## src/rtl/product_acc_pkg.sv

```systemverilog
// rtl/product_acc_pkg.sv - shared widths, state encoding and length decode for product_accumulator
package product_acc_pkg;

  localparam int ACC_W_DEF  = 16;
  localparam int PROD_W_DEF = 8;
  localparam int LEN_W      = 4;

  typedef enum logic [1:0] {
    ACC      = 2'd0,
    DRAIN_LO = 2'd1,
    DRAIN_HI = 2'd2
  } acc_state_t;

  // A len field of zero encodes the full 16-sample batch.
  function automatic logic [LEN_W:0] batch_len(input logic [LEN_W-1:0] l);
    return (l == '0) ? (LEN_W+1)'(1 << LEN_W) : {1'b0, l};
  endfunction

endpackage

```

## src/rtl/product_accumulator_if.sv

```systemverilog
// rtl/product_accumulator_if.sv - product input, batch control and byte output bundle
interface product_accumulator_if
  import product_acc_pkg::*;
#(
  parameter int PROD_W = PROD_W_DEF
);
  logic              in_valid;
  logic [PROD_W-1:0] in_product;
  logic              in_ready;
  logic [LEN_W-1:0]  len;
  logic              clr;
  logic              out_valid;
  logic [7:0]        out_data;
  logic              out_ready;
  logic [LEN_W-1:0]  count;

  modport master (
    output in_valid, in_product, len, clr, out_ready,
    input  in_ready, out_valid, out_data, count
  );

  modport slave (
    input  in_valid, in_product, len, clr, out_ready,
    output in_ready, out_valid, out_data, count
  );
endinterface

```

## src/rtl/product_accumulator.sv

```systemverilog
// rtl/product_accumulator.sv - sums a batch of products, then emits the total low byte then high byte
module product_accumulator
  import product_acc_pkg::*;
#(
  parameter int ACC_W  = ACC_W_DEF,
  parameter int PROD_W = PROD_W_DEF
) (
  input logic                  clk,
  input logic                  rst,
  product_accumulator_if.slave bus
);

  acc_state_t       state;
  logic [ACC_W-1:0] acc;
  logic [LEN_W:0]   cnt;
  logic [LEN_W:0]   len_q;
  logic [LEN_W:0]   target;
  logic [LEN_W:0]   cnt_next;
  logic             accept;

  assign bus.in_ready  = (state == ACC) && !bus.clr;
  assign bus.out_valid = (state != ACC);
  assign bus.out_data  = (state == DRAIN_HI) ? acc[15:8] : acc[7:0];
  assign bus.count     = cnt[LEN_W-1:0];

  assign accept   = bus.in_valid && bus.in_ready;
  assign cnt_next = cnt + (LEN_W+1)'(1);
  // The first accept of a batch closes against the len being latched on that same edge.
  assign target   = (cnt == '0) ? batch_len(bus.len) : len_q;

  always_ff @(posedge clk) begin
    if (rst) begin
      state <= ACC;
      acc   <= '0;
      cnt   <= '0;
      len_q <= batch_len(4'd0);
    end else if (bus.clr) begin
      state <= ACC;
      acc   <= '0;
      cnt   <= '0;
    end else begin
      unique case (state)
        ACC: begin
          if (accept) begin
            acc <= acc + ACC_W'(bus.in_product);
            cnt <= cnt_next;
            if (cnt == '0) len_q <= batch_len(bus.len);
            if (cnt_next == target) state <= DRAIN_LO;
          end
        end
        DRAIN_LO: begin
          if (bus.out_ready) state <= DRAIN_HI;
        end
        DRAIN_HI: begin
          if (bus.out_ready) begin
            state <= ACC;
            acc   <= '0;
            cnt   <= '0;
          end
        end
        default: state <= ACC;
      endcase
    end
  end

endmodule

```

## src/flat_wrapper.sv

```systemverilog
// flat-port wrapper written by rule: the top's interface ports become plain ports
module product_accumulator_flat import product_acc_pkg::*;
#(
  parameter int ACC_W  = ACC_W_DEF,
  parameter int PROD_W = PROD_W_DEF
)
  (clk, rst, bus_in_valid, bus_in_product, bus_len, bus_clr, bus_out_ready, bus_in_ready, bus_out_valid, bus_out_data, bus_count);
  product_accumulator_if #(.PROD_W(PROD_W)) bus_i ();
  input logic clk;
  input logic rst;
  input wire logic [$bits(bus_i.in_valid)-1:0] bus_in_valid;
  input wire logic [$bits(bus_i.in_product)-1:0] bus_in_product;
  input wire logic [$bits(bus_i.len)-1:0] bus_len;
  input wire logic [$bits(bus_i.clr)-1:0] bus_clr;
  input wire logic [$bits(bus_i.out_ready)-1:0] bus_out_ready;
  output wire logic [$bits(bus_i.in_ready)-1:0] bus_in_ready;
  output wire logic [$bits(bus_i.out_valid)-1:0] bus_out_valid;
  output wire logic [$bits(bus_i.out_data)-1:0] bus_out_data;
  output wire logic [$bits(bus_i.count)-1:0] bus_count;
  assign bus_i.in_valid = bus_in_valid;
  assign bus_i.in_product = bus_in_product;
  assign bus_i.len = bus_len;
  assign bus_i.clr = bus_clr;
  assign bus_i.out_ready = bus_out_ready;
  assign bus_in_ready = bus_i.in_ready;
  assign bus_out_valid = bus_i.out_valid;
  assign bus_out_data = bus_i.out_data;
  assign bus_count = bus_i.count;
  product_accumulator #(.ACC_W(ACC_W), .PROD_W(PROD_W)) u_core (.clk(clk), .rst(rst), .bus(bus_i));
endmodule
```

## config.mk

```make
export PLATFORM = sky130hd
export DESIGN_NAME = product_accumulator_flat
export DESIGN_NICKNAME = d
export VERILOG_FILES = /design/src/rtl/product_acc_pkg.sv /design/src/rtl/product_accumulator_if.sv /design/src/rtl/product_accumulator.sv /design/src/flat_wrapper.sv
export SDC_FILE = /design/constraint.sdc
export NUM_CORES = 1
export LEC_CHECK = 0
export CORE_MARGIN = 5
export CORE_UTILIZATION = 32
export DETAILED_ROUTE_END_ITERATION = 7
export PLACE_DENSITY_LB_ADDON = 0.12
export SYNTH_ARGS = -nofsm -noshare
export SYNTH_HDL_FRONTEND = slang
export SYNTH_SLANG_ARGS = --single-unit
```

## constraint.sdc

```tcl
create_clock -name clk -period 2.2 [get_ports clk]
set_input_delay 0.55 -clock clk [delete_from_list [all_inputs] [get_ports clk]]
set_output_delay 0.55 -clock clk [all_outputs]
set_load 0.01 [all_outputs]
```

==> results_dict.tcl <==
set metrics [dict create \
    status "completed" \
    slowest_delay_ps 380 \
    setup_viol 0 \
    dr.first_iter.drc_count 30 \
    die_h_um 84.6 \
    antenna_found_initial 0 \
    r2r-start "u_core.acc[0]" \
    dp_hpwl_mm 3.37 \
    area_growth_pct 40.0 \
    critPathCaptureType "primary output" \
    via_per_inst 4.76 \
    cts_tree "yes" \
    dp_slack_ps -654 \
    initial_core_util 0.326 \
    syn_area_mm2 0.00178 \
    worstPathRequired_ps 1650 \
    wl_per_cell_um 13.9 \
    ant_nets 0 \
    worst_slew_pin_slew_ps 391 \
    crit_fanout 12 \
    cts-root-buf "clkbuf_8" \
    finalPower_w 0.00116 \
    skew_ps 2.30 \
    synth_top_cell_by_area "dfxtp_1" \
    cts_num_sinks 28 \
    min_from "u_core.len_q[0]" \
    min_period_ps 2110 \
    hold_end "u_core.len_q[0]" \
    ir_drop_mv 0.238 \
    syn-instance-count 211 \
    grt_usage 0.131 \
    p_leak_nw 0.994 \
    grt_pass1_wl_mm 7.67 \
    timing.final.crit_share 0.958 \
    worstSkewPairLatency_ps 280 \
    synth.yosys.seq_area_share 0.315 \
    clockBufferDepth 2 \
    finalHoldViolCount 0 \
    dp.cells 323 \
    arrival_ps 1560 \
    synthTopCellsByArea "dfxtp_1 (31%), xnor2_1 (8.4%), ha_1 (7.0%)" \
    ys_types 44 \
    power_density_mw_per_mm2 464 \
    drtPass1Iterations 4 \
    rr_worst_depth 9 \
    yosys_warnings 0 \
    synth_top_cells_by_count "dfxtp_1 (28), nor2_1 (26), nand2_1 (18), a21oi_1 (17), xnor2_1 (17)" \
    rsz0062_at_grt "false" \
    placement.io_buffers 30 \
    io_pins 31 \
    hold_class "register to register" \
    clk_pin_slew_ps 100 \
    drv_slew 0 \
    rows 27 \
    ys_ff_latch 28 \
    final_nets 286 \
    post-route-util 0.456 \
    grt_max_degree 17 \
    r2r_slack_ps 150 \
    critPathBufInv 2 \
    grt_pass1_vias 1595 \
    synth-main-ff-cell "dfxtp_1" \
    syn_area_per_cell_um2 8.44 \
    dieArea_mm2 0.00716 \
    multiInputGateArea_mm2 0.00125 \
    crit_slowest_cell "dfxtp_4" \
    finalWeightedCongestion 0.764 \
    min_delay_path_depth 2 \
    synth.most_common_cell "dfxtp_1" \
    fp.dieW_um 84.6 \
    synth_nets 239 \
    antenna_cells 0 \
    synth-async-reset-ratio 0 \
    grt-ovfl-total 0 \
    crit_type "register to primary output" \
    core_mm2 0.00547 \
    worst_slack_ps 92.0 \
    cap_violations 0 \
    synth_edf_count 0 \
    cp_top_family "buffers and inverters" \
    num-fill-cells 565 \
    synth.top_cell.area_share 0.315 \
    fmax_ghz 0.474 \
    final_cell_count_no_fill 329 \
    seq_area_um2 566 \
    vias 1567 \
    cts_htree_levels 1 \
    startpoint_type "register" \
    cp_cell_sequence "nand2b_4, buf_12, mux2_2, dlygate4sd2_1" \
    drive_gt1_frac 0.222 \
    cts_buffers 3 \
    timing.rr.end "u_core.acc[12]" \
    drc 0 \
    relSlewSlack 0.739 \
    wl_mm 4.59 \
]
[area by class of cell]
| cell class | count | share of cell area |
|---|---|---|
| multi-input cells | 164 | 0.503 |
| repair buffers | 53 | 0.194 |
| inverters | 8 | 0.0120 |
| flip-flops and latches | 28 | 0.227 |
| clock buffers | 3 | 0.0165 |
| well taps | 72 | 0.0361 |
| clock inverters | 1 | 0.0120 |
[flip-flops by register name (all words and copies together), names as in the netlist]
signal,flops
u_core.len_q,5
u_core.cnt,5
u_core.state,2
u_core.acc,16
[worst max path at each step]
stage | to | startpoint | cells after the start
after detailed placement | u_core.acc[14] | bus_in_product[0] | 10
after CTS | u_core.acc[15] | bus_in_product[3] | 9
final | bus_out_data[2] | u_core.state[0] | 4
after global placement | u_core.acc[14] | bus_in_product[0] | 10
after global routing | u_core.acc[15] | bus_in_product[6] | 8
after floorplan | u_core.acc[14] | bus_in_product[0] | 9
[through the flow]
stage	cell area (um2)	hold WS, ps	TNS (ps)
2_1_floorplan	1780	435	-5.98
3_3_place_gp	2290	447	-5660
3_5_place_dp	2290	450	-5650
4_1_cts	2420	466	0
5_1_grt	2490	488	0
6_report	2490	464	0
[routing by layer]
| layer | global-route usage | vias up | routed length, um |
|---|---|---|---|
| met2 | 0.206 | 18 | 1980 |
| met4 | 0.0302 | 0 | 35 |
| li1 | - | 826 | - |
| met3 | 0.0216 | 4 | 124 |
| met1 | 0.187 | 719 | 2450 |
| met5 | 0 | - | 0 |
[cell usage in the layout, fill, tap and decap left out, types with 4 or more instances in the layout]
master	instances
clkdlybuf4s50_1	16
dfxtp_1	26
nand2_1	18
nand3_1	11
a21oi_1	17
buf_4	21
mux2i_1	5
ha_1	6
nor2_1	25
o21ai_1	4
inv_1	7
mux2_2	6
dlygate4sd2_1	10
xnor2_1	17
xor2_1	4
[report_power, final]
part / total (W) / internal, W / switching, W
Sequential: 0.000524 / 0.000516 / 0.00000803
Clock: 0.000422 / 0.000244 / 0.000178
Combinational: 0.000211 / 0.000109 / 0.000102
[repair_timing]
action,4_1_cts,5_1_grt
setup endpoints to repair,15,16
pin swaps,7,13
resized for setup,25,13
hold buffers,0,0
setup buffers,1,1
[cells by family after synthesis]
logic type / count (synthesis) / share of synthesized area
AND/OR/NAND/NOR: 77 / 0.217
AO/OA/AOI/OAI: 44 / 0.168
flip-flops: 28 / 0.315
XOR/XNOR: 21 / 0.103
buffers and inverters: 19 / 0.0499
multiplexers: 11 / 0.0660
adder cells (fa/ha/maj): 11 / 0.0815
[worst min-delay path, delay by kind of cell (launching register included)]
family	cells	cell delay, ps
and+or+nand+nor	1	50
DFF	1	330
AOI/OAI and AO/OA	1	50
Note: power is estimated with default switching activity, not from simulation.
